File: src/rtl/spw_fifo_pkg.sv
// Shared constants and types for the SpaceWire TX character FIFO.
// Packet store-and-forward is selected at build time with FIFO_TX_PKT_CNT_EN.
package spw_fifo_pkg;

    localparam int DEF_DWIDTH = 9;
    localparam int DEF_AWIDTH = 6;

    // The control flag (EOP/EEP marker) always sits in the top bit of a character.
    function automatic int ctrl_bit(input int dwidth);
        return dwidth - 1;
    endfunction

    localparam int CTRL_BIT = ctrl_bit(DEF_DWIDTH);

    // One extra bit beyond the address distinguishes full from empty.
    typedef logic [DEF_AWIDTH:0] fifo_ptr_t;

    localparam logic [DEF_DWIDTH-1:0] CHAR_EOP = 9'h100;
    localparam logic [DEF_DWIDTH-1:0] CHAR_EEP = 9'h101;

endpackage

File: src/rtl/spw_fifo_dpram.sv
// Simple dual-port character store: one write port and one registered read port.
// Read-during-write to the same address returns the previous contents.
module spw_fifo_dpram
    import spw_fifo_pkg::*;
#(
    parameter int DWIDTH = DEF_DWIDTH,
    parameter int AWIDTH = DEF_AWIDTH
) (
    input  logic              clock,
    input  logic              reset,
    input  logic              wr_en_i,
    input  logic [AWIDTH-1:0] wr_addr_i,
    input  logic [DWIDTH-1:0] wr_data_i,
    input  logic [AWIDTH-1:0] rd_addr_i,
    output logic [DWIDTH-1:0] rd_data_o
);

    logic [DWIDTH-1:0] mem_q [2**AWIDTH];
    logic [DWIDTH-1:0] rd_data_q;

    // NOTE: the storage array has no reset so it can map onto block RAM; only the read register is cleared.
    always_ff @(posedge clock) begin
        if (wr_en_i) begin
            mem_q[wr_addr_i] <= wr_data_i;
        end
    end

    // NOTE: non-blocking assignments give every flop the value from before the edge, which is what makes same-address reads return old data.
    always_ff @(posedge clock or negedge reset) begin
        if (!reset) begin
            rd_data_q <= '0;
        end else begin
            rd_data_q <= mem_q[rd_addr_i];
        end
    end

    assign rd_data_o = rd_data_q;

endmodule

File: src/rtl/spw_fifo_tx_param.sv
// Parametrised SpaceWire TX character FIFO between the host write port and the TX encoder.
// Define FIFO_TX_PKT_CNT_EN for packet store-and-forward; otherwise it runs cut-through.
module spw_fifo_tx_param
    import spw_fifo_pkg::*;
#(
    parameter int DWIDTH   = DEF_DWIDTH,
    parameter int AWIDTH   = DEF_AWIDTH,
    parameter int AF_LEVEL = 56,
    parameter int AE_LEVEL = 4
) (
    input  logic              clock,
    input  logic              reset,
    input  logic              wr_en,
    input  logic [DWIDTH-1:0] data_in,
    input  logic              rd_en,
    output logic [DWIDTH-1:0] data_out,
    output logic              write_tx,
    output logic              f_full,
    output logic              f_empty,
    output logic              f_afull,
    output logic              f_aempty,
    output logic              overflow,
    input  logic              ovf_clr,
    output logic [AWIDTH:0]   counter
);

    typedef logic [AWIDTH:0] cnt_t;

    localparam cnt_t AF_THR = cnt_t'(AF_LEVEL);
    localparam cnt_t AE_THR = cnt_t'(AE_LEVEL);

    logic wr_blk_q, rd_blk_q;
    logic push, pop, push_drop;
    cnt_t wr_ptr_q, wr_ptr_d;
    cnt_t rd_ptr_q, rd_ptr_d;
    cnt_t count_q, count_d;
    logic full_d, empty_d;
    logic f_full_q, f_empty_q, f_afull_q, f_aempty_q;
    logic overflow_q, overflow_d;
    logic write_tx_q, write_tx_d;
    logic avail;

    // Edge-qualified requests: a held wr_en/rd_en acts only on its first cycle.
    always_comb begin
        push      = wr_en & ~wr_blk_q & ~f_full_q;
        push_drop = wr_en & ~wr_blk_q &  f_full_q;
        pop       = rd_en & ~rd_blk_q & ~f_empty_q;

        wr_ptr_d  = wr_ptr_q + {{AWIDTH{1'b0}}, push};
        rd_ptr_d  = rd_ptr_q + {{AWIDTH{1'b0}}, pop};
        count_d   = wr_ptr_d - rd_ptr_d;

        full_d    = (wr_ptr_d[AWIDTH] != rd_ptr_d[AWIDTH]) &&
                    (wr_ptr_d[AWIDTH-1:0] == rd_ptr_d[AWIDTH-1:0]);
        empty_d   = (wr_ptr_d == rd_ptr_d);

        overflow_d = push_drop | (overflow_q & ~ovf_clr);
    end

`ifdef FIFO_TX_PKT_CNT_EN
    localparam int CTRL = ctrl_bit(DWIDTH);

    // Shadow copy of each slot's control flag so a pop knows at once whether it removes a packet end.
    logic [2**AWIDTH-1:0] ctrl_flag_q;
    cnt_t pkt_count_q, pkt_count_d;
    logic pkt_in, pkt_out;

    always_comb begin
        pkt_in      = push & data_in[CTRL];
        pkt_out     = pop & ctrl_flag_q[rd_ptr_q[AWIDTH-1:0]];
        pkt_count_d = pkt_count_q + {{AWIDTH{1'b0}}, pkt_in} - {{AWIDTH{1'b0}}, pkt_out};
        // A full buffer with no packet end must still drain, or the host could never complete the packet.
        avail       = (pkt_count_q != '0) || (f_full_q && (pkt_count_q == '0));
    end

    always_ff @(posedge clock) begin
        if (push) begin
            ctrl_flag_q[wr_ptr_q[AWIDTH-1:0]] <= data_in[CTRL];
        end
    end

    always_ff @(posedge clock or negedge reset) begin
        if (!reset) begin
            pkt_count_q <= '0;
        end else begin
            pkt_count_q <= pkt_count_d;
        end
    end
`else
    always_comb begin
        avail = (count_q != '0);
    end
`endif

    always_comb begin
        if (rd_en) begin
            write_tx_d = 1'b0;
        end else if (avail) begin
            write_tx_d = 1'b1;
        end else begin
            write_tx_d = write_tx_q;
        end
    end

    // Flags and counter come from next-state values so they are valid the cycle after the push/pop.
    always_ff @(posedge clock or negedge reset) begin
        if (!reset) begin
            wr_blk_q   <= 1'b0;
            rd_blk_q   <= 1'b0;
            wr_ptr_q   <= '0;
            rd_ptr_q   <= '0;
            count_q    <= '0;
            f_full_q   <= 1'b0;
            f_empty_q  <= 1'b1;
            f_afull_q  <= 1'b0;
            f_aempty_q <= 1'b1;
            overflow_q <= 1'b0;
            write_tx_q <= 1'b0;
        end else begin
            wr_blk_q   <= wr_en;
            rd_blk_q   <= rd_en;
            wr_ptr_q   <= wr_ptr_d;
            rd_ptr_q   <= rd_ptr_d;
            count_q    <= count_d;
            f_full_q   <= full_d;
            f_empty_q  <= empty_d;
            f_afull_q  <= (count_d >= AF_THR);
            f_aempty_q <= (count_d <= AE_THR);
            overflow_q <= overflow_d;
            write_tx_q <= write_tx_d;
        end
    end

    // Reading at the next-state pointer puts the new head on data_out one cycle after a pop.
    spw_fifo_dpram #(
        .DWIDTH (DWIDTH),
        .AWIDTH (AWIDTH)
    ) u_ram (
        .clock     (clock),
        .reset     (reset),
        .wr_en_i   (push),
        .wr_addr_i (wr_ptr_q[AWIDTH-1:0]),
        .wr_data_i (data_in),
        .rd_addr_i (rd_ptr_d[AWIDTH-1:0]),
        .rd_data_o (data_out)
    );

    assign write_tx = write_tx_q;
    assign f_full   = f_full_q;
    assign f_empty  = f_empty_q;
    assign f_afull  = f_afull_q;
    assign f_aempty = f_aempty_q;
    assign overflow = overflow_q;
    assign counter  = count_q;

endmodule

File: config.mk
export PLATFORM = sky130hd
export DESIGN_NAME = spw_fifo_tx_param
export DESIGN_NICKNAME = d
export VERILOG_FILES = /design/src/rtl/spw_fifo_pkg.sv /design/src/rtl/spw_fifo_dpram.sv /design/src/rtl/spw_fifo_tx_param.sv
export SDC_FILE = /design/constraint.sdc
export NUM_CORES = 1
export LEC_CHECK = 0
export CAP_MARGIN = 20
export CORE_ASPECT_RATIO = 1.5
export CORE_UTILIZATION = 40
export CTS_CLUSTER_SIZE = 16
export DETAILED_ROUTE_END_ITERATION = 10
export PLACE_DENSITY_LB_ADDON = 0.08
export SYNTH_ARGS = -nofsm -noshare
export SYNTH_HDL_FRONTEND = slang
export SYNTH_SLANG_ARGS = --single-unit
File: constraint.sdc
create_clock -name clock -period 3.5 [get_ports clock]
set_clock_uncertainty 0.05 [all_clocks]
set_input_delay 0.7 -clock clock [delete_from_list [all_inputs] [get_ports clock]]
set_output_delay 0.7 -clock clock [all_outputs]
set_load 0.01 [all_outputs]
==> summary by stage, run 1 <==
Status
The run finished with clean final reports.

GRT
The initial antenna violation count is 1. The first global-routing pass estimated roughly 88 mm of wire. The total congestion overflow after global routing is 0. The global routing stage identified its most utilized layer as met2. The largest net degree at the start of global routing is 65. The number of global-route vias before repair is 12568. For this run, global-route usage on met1 was measured as 0.253. Across every metal layer, demand over resource in global routing totals 0.205.

In the global route stage, met3 resource usage came out at 0.0326. For this run, global-route usage on met2 was measured as 0.363.

Routing
For this block, the routed nets add up to roughly 61 mm of wire. The number of detailed-routing iterations run before antenna repair is 4. The routed length per instance is between 20 and 30 microns. The DRC violation count after routing is 0. The count of nets left with antenna violations after detail routing is 0.

The total number of vias is approximately 12000. In the routed layout, each cell is associated on average with a via count of about 5.4. The number of violations reported at the end of detailed-routing iteration 0 is 839.

Synthesis
The largest area contributor in the synthesized netlist is sky130_fd_sc_hd__edfxtp_1. The fraction of registers with async set/reset is 0.0619. The combinational family with the most area after synthesis is multiplexers. The net count after synthesis is about 1100. The cell with the most instances after synthesis is sky130_fd_sc_hd__edfxtp_1. The share of the Yosys chip area taken by registers is 0.761.

Of the total synthesized cell area, the portion taken by full adders, half adders and majority gates is 0.00501. The synthesized design contains 614 register bits. The most used flip-flop cell after synthesis is sky130_fd_sc_hd__edfxtp_1.

The area share of the largest cell type after synthesis is 0.721. Yosys mapped the design onto between 60 and 70 distinct sky130hd cell types. Of the total synthesized cell area, the portion taken by XOR and XNOR cells is 0.00569.

After synthesis, the cell types taking the most area are sky130_fd_sc_hd__edfxtp_1 (72%), sky130_fd_sc_hd__mux4_2 (15%), sky130_fd_sc_hd__dfrtp_1 (3.8%). The count of flip-flops with a built-in enable after synthesis is between 500 and 600. The synthesized area per cell is approximately 21 sq um. By count the netlist is led by sky130_fd_sc_hd__edfxtp_1 (576), sky130_fd_sc_hd__mux4_2 (162), sky130_fd_sc_hd__nor2_1 (85).

The compound-cell area share of the yosys netlist is 0.0259. Of the total synthesized cell area, the portion taken by AND, OR, NAND and NOR gates is 0.0316. The total of warnings raised by yosys is 0. The number of standard cells after synthesis is approximately 1100.

After synthesis the cells add up to 24000 sq um. The share of synthesized area spent on multiplexers is 0.157.

Hold path
The worst min-delay path class is primary input to asynchronous set/reset pin.

STA
The number of max-slew violations in the final report was 0. The minimum period implied by the final worst setup slack is between 3000 and 4000 ps. The final hold violation count is 0. In the finished design, the share of the clock period the worst path needs comes to 0.938. The final count of negative-setup-slack endpoints is 0.

The final-layout worst hold slack is ~170 ps. The final worst-path setup slack is 218 ps. Setup repair after global routing left no endpoint under its margin. The relative max-transition margin is 0.372. At the pin with the least slew margin, the transition time is 941 ps. Summed over all failing endpoints, the final setup total negative slack is 0 ps. The maximum clock frequency is between 300 and 400 MHz.

Worst setup path
The most critical setup path has its startpoint at rd_en. The critical path endpoint category is a register. The critical path data required time is slightly below 4000 ps.

The critical path is of the primary input to register type. The endpoint arrival time on the critical path is approximately 3700 ps. The reg-to-reg startpoint is f_empty. In this run the worst path has a maximum fanout of 8. The worst setup path is launched from a primary input.

Floorplan
The die covers roughly 61000 sq um. Pin placement for this block handled 36 I/O pins. For this configuration, the core starts out at a cell density of 0.406.

The floorplan has between 100 and 150 rows. The die boundary width is slightly above 200 microns. The die outline height is between 300 and 400 microns.

In this run the standard cell core region covers approximately 60000 sq um.

CTS
The root buffer cell chosen for the clock tree is sky130_fd_sc_hd__clkbuf_16. Once the clock tree was built, the setup fixing pass inserted 0 buffers. The later-pin clock latency in the skew report is between 600 and 700 ps. Counting the buffers created by CTS gives 58. In this run the deepest clock path goes through 3 buffers. The TritonCTS clock tree is done. CTS built an H-tree with a depth of 2.

The number of hold buffers added after CTS is 0. The clock input transition at the sequential cells of the worst setup and hold paths is 60 ps. Counting every sink on the clock net gives approximately 610.

Run
The reported max-cap violation count is 0.

Place
Input and output buffers added on the ports amount to 35. Counting tap cells, the placed design contains a total of 2087 instances. The global placement routability congestion is about 0.83. Detailed placement finished with a half-perimeter wire length of slightly above 40 mm. At the placement stage, the worst setup path has a slack of -478 ps.

Power and ir drop
The leakage power summed over all cells is between 9 and 10 nW. Dividing total power by cell area gives a power density of between 800 and 900 nW/um^2. IR analysis of the VDD net gives a maximum drop of 0.000380 V.

Final layout
The fraction of final layout cells sized beyond drive strength 1 is 0.334. The synthesis-to-finish area growth is 19.5%. The non-filler instance count after layout is ~2200. The post-layout net count is between 1000 and 1500.
==> kinds of logic (layout without fill, tap and decap cells) <==
family,count (synthesis),count (layout)
buf+inv,62,352
fa+ha+maj,9,9
other cells,0,1
simple gates,167,167
xor+xnor,13,13
flops,614,614
compound gates,85,85
mux,173,173
==> layout make-up <==
class	instances	area, sq um
clock buffer	73	1510
multi-input combinational	447	5410
sequential	614	18300
timing repair buffer	236	2150
tap	777	972
fill	4874	30400
inverter	13	56.3
clock inverter	30	315
antenna	1	2.50
==> registers in the layout, indices dropped and copies added (netlist names) <==
name / flops
counter: 7
f_aempty: 1
f_afull: 1
f_empty: 1
f_full: 1
overflow: 1
rd_blk_q: 1
rd_ptr_q: 7
u_ram.mem_q: 576
u_ram.rd_data_o: 9
wr_blk_q: 1
wr_ptr_q: 7
write_tx: 1
==> cell usage in the layout (no fill, tap or decap), types with 15 or more instances in the layout <==
cell type                         instances
sky130_fd_sc_hd__edfxtp_1               576
sky130_fd_sc_hd__buf_4                  174
sky130_fd_sc_hd__mux4_2                 162
sky130_fd_sc_hd__nor2_1                  84
sky130_fd_sc_hd__clkbuf_16               58
sky130_fd_sc_hd__dfrtp_1                 36
sky130_fd_sc_hd__nand2_1                 32
sky130_fd_sc_hd__buf_12                  27
sky130_fd_sc_hd__clkdlybuf4s50_1         25
sky130_fd_sc_hd__a22oi_1                 15
sky130_fd_sc_hd__clkbuf_1                15
==> worst max-delay path, cell delays in order <==
cell,delay [ps]
sky130_fd_sc_hd__clkdlybuf4s50_1,470
sky130_fd_sc_hd__nor3b_1,210
sky130_fd_sc_hd__buf_4,150
sky130_fd_sc_hd__ha_1,200
sky130_fd_sc_hd__xnor2_2,130
sky130_fd_sc_hd__inv_8,150
sky130_fd_sc_hd__buf_12,150
sky130_fd_sc_hd__buf_4,180
sky130_fd_sc_hd__mux4_2,550
sky130_fd_sc_hd__a22oi_1,250
sky130_fd_sc_hd__buf_4,150
sky130_fd_sc_hd__and3_1,330
sky130_fd_sc_hd__a211oi_1,80
==> worst paths after layout <==
check	endpoint	slack, ps	depth (start not counted)
setup / recovery	u_ram.rd_data_o[1]	220	13
hold / removal	rd_blk_q	170	1
setup reg to reg	u_ram.rd_data_o[1]	320	12
hold reg to reg	overflow	490	2
max in group asynchronous	rd_ptr_q[1]	2650	1
min in group clock	overflow	490	2
==> through the flow <==
step | instance area, sq um | util | total power [mW]
final | 28700 | 0.485 | 23.8
after global routing | 28700 | 0.485 | 24.8
after CTS | 28700 | 0.485 | 24.2
after detailed placement | 26800 | 0.454 | 18.0
after global placement | 26800 | 0.454 | 18.0
after floorplan | 24000 | - | 13.7
==> per-layer routing <==
metal | up-vias | part of all wire
met1 | 6324 | 0.40
met3 | 83 | 0.035
met4 | 0 | 0.034
met2 | 232 | 0.53
met5 | - | 0
li1 | 5185 | -
==> power by group <==
group	internal (mW)	switching [mW]	leakage, nW
Sequential	8.33	0.258	5.63
Clock	3.48	2.66	0.883
Combinational	4.64	4.39	2.92
Total	16.5	7.30	9.43
==> timing repair <==
item                                    4_1_cts  5_1_grt
resized for setup                             0        1
endpoints found under the setup margin        0        1
endpoints found under the hold margin         0        0
No activity file was read; power rests on OpenSTA's default activity.
==> run 2, diff against run 1 <==
CORE_MARGIN = 1   (was default)
==> results of run 2 <==
The final DEF is identical to that of run 1; final timing and power are the same.
==> run 3, diff against run 2 <==
CTS_CLUSTER_DIAMETER = 100   (was default)
TNS_END_PERCENT = 100   (was default)
==> summary by stage, run 3 (same netlist as run 1, synthesis figures left out) <==
Status
The run finished with clean final reports.

Final layout
The fraction of final layout cells sized beyond drive strength 1 is 0.318. The register with the most flip-flops in the layout has 576 of them. Summing all multi-input logic gate instances after layout gives 5410 sq um. The fill cell total of the finished layout is about 4900. The most common library cell in the layout ignoring fill and taps is sky130_fd_sc_hd__edfxtp_1. At the end of the flow, the number of nets in the layout was 1379. The area growth from synthesis to layout is 17.0%. The register with the most flip-flops is u_ram.mem_q. In the layout the commonest cells are sky130_fd_sc_hd__edfxtp_1 (576), sky130_fd_sc_hd__buf_4 (174), sky130_fd_sc_hd__mux4_2 (162), sky130_fd_sc_hd__nor2_1 (84), sky130_fd_sc_hd__clkbuf_16 (45). The final design instance area without fill is around 28000 sq um. For this run, the share of the core covered by cells in the final layout is 0.475. The non-filler instance count after layout is about 2200. Registers take about 18000 sq um.

Hold path
The worst min-delay path class is primary input to asynchronous set/reset pin.

Worst setup path
The count of buffer and inverter cells on the critical path is 6. The cell type of the slowest stage on the worst timing path is sky130_fd_sc_hd__mux4_2. The nature of the critical path startpoint is a primary input. The delay of the slowest cell on the worst path is around 550 ps. The maximum net fanout on the critical path is 8.

The endpoint arrival time on the critical path is 3740 ps. Walking the worst path, the cells encountered are clkdlybuf4s50_1 > nor3b_1 > buf_4 > ha_1 > xnor2_2 > inv_8 > buf_12 > buf_4 > mux4_2 > a22oi_1 > buf_4 > and3_1 > a211oi_1. The type of the setup path with the least slack is primary input to register. The worst setup slack for register-to-register paths is 310 ps. By instance count, the cell type seen most on the critical path is sky130_fd_sc_hd__buf_4. The critical path endpoint category is a register. On the critical path the largest part of the delay comes from buffers and inverters. The critical path data required time is around 4000 ps.

CTS
TritonCTS created 44 clock buffers. After clock tree synthesis, the setup repair step added 0 buffers. After clock tree synthesis, the repair step resized 0 gates. The clock tree root driver cell is sky130_fd_sc_hd__clkbuf_16. The number of H-tree levels is 2.

In this run, post-CTS hold repair placed 0 buffers. The later-pin clock latency in the skew report is between 500 and 600 ps. The TritonCTS clock tree is done.

For this design, the sink count on the clock tree is between 600 and 700. The clock passes through at most 3 buffers. The clock input transition at the sequential cells of the worst setup and hold paths is approximately 80 ps.

Floorplan
The floorplan step set the die width to roughly 200 microns. The starting density of the core is 0.406. The floorplan has 109 rows. 36 I/O pins were placed. The die outline height is 302 microns. The die covers 61000 sq um. The floorplan step defined a core boundary enclosing around 60000 sq um.

Run
Max-cap violations in this run came to 0.

Routing
The count of nets left with antenna violations after detail routing is 0. In this run, the number of DRC markers left after iteration 0 of detailed routing was roughly 730. The total number of vias is 11754. The first detailed-routing pass ran for 5 iterations.

The total length of routed wires is about 60 mm. Dividing the detail-routed via count by the number of cells gives approximately 5.4. For this run, design rule violations remaining after detail routing come to 0.

In the final routed layout, each cell accounts on average for 28.0 microns.

Power and ir drop
The total power is ~22 mW. Across the VDD grid, the largest voltage drop is approximately 0.00046 V. Power spread over the standard cell area amounts to roughly 800 nW/um^2. The leakage power summed over all cells is 9.14 nW.

GRT
The initial antenna violation count is 2. The first global-routing pass estimated slightly below 90 mm of wire. The largest net degree at the start of global routing is 65. The number of global-route vias before repair is roughly 12000. The combined global-route utilization of all metal layers is 0.204. The total congestion overflow after global routing is 0.

STA
Setup violations remaining at the end of the flow were counted as 0. Measured against its own limit, the worst slew margin works out to 0.371. The final clock period utilization by the worst path is 0.949. The final hold violation count is 0. The setup TNS after final layout is 0 ps. Setup repair after global routing left no endpoint under its margin. The maximum clock frequency is between 300 and 400 MHz. The slew at the pin with the worst max-slew slack is approximately 940 ps. The worst path needs between 3000 and 4000 ps of the cycle, external delays included. The number of max-slew violations in the final report is 0.

Place
The count of placed standard cells including taps is ~2100. The quantity of I/O buffers inserted on ports is 35. The detailed placer's ending HPWL is around 41 mm. Routability-driven placement finished with a final weighted congestion of just over 0.8.

The instance area at placement is 26800 sq um.
==> run 3: cell types whose count changed in the layout (fill, tap and decap cells not counted), sizes merged <==
cell,previous run,this run
bufinv,6,0
clkbuf,73,70
clkinv,19,0
clkinvlp,3,0
inv,15,14
==> run 3: final cells by class <==
type	count	share of cell area
Antenna cell	1	0.0000892
Clock buffer	70	0.0435
Clock inverter	1	0.000401
Inverter	13	0.00201
Multi-Input combinational cell	447	0.193
Sequential cell	614	0.650
Tap cell	777	0.0346
Timing Repair Buffer	236	0.0765
==> run 3: final timing paths <==
| path | from | endpoint | cells past startpoint |
|---|---|---|---|
| max reg2reg | f_empty | u_ram.rd_data_o[1] | 12 |
| max | rd_en | u_ram.rd_data_o[1] | 13 |
| min in group clock | overflow | overflow | 2 |
| max in group asynchronous | reset | u_ram.rd_data_o[7] | 1 |
| min reg2reg | overflow | overflow | 2 |
| min | reset | rd_blk_q | 1 |
==> run 3: through the flow <==
stage / setup WS (ps) / hold WS [ps]
detailed placement: -478 / 487
CTS: 139 / 191
floorplan: 243 / 354
global route: 57.1 / 236
finish: 179 / 200
global placement: -529 / 481
==> run 3: power breakdown <==
group / internal (mW) / switching, mW / leakage [nW]
Combinational: 4.64 / 4.38 / 2.92
Sequential: 8.32 / 0.260 / 5.63
Clock: 2.39 / 2.41 / 0.590
==> run 3: routing by layer <==
layer	vias up	GRT usage	share of wire
li1	5139	-	-
met1	6304	0.255	0.41
met2	224	0.363	0.53
met3	87	0.0269	0.030
met4	0	0.0749	0.034
met5	-	0	0
==> run 3: worst register-to-register path: cells and delay by family (launching register included) <==
family	cells	cell delay, ps
buf+inv	5	780
flops	1	550
mux	1	550
simple gates	2	390
compound gates	2	340
fa+ha+maj	1	220
xor+xnor	1	190
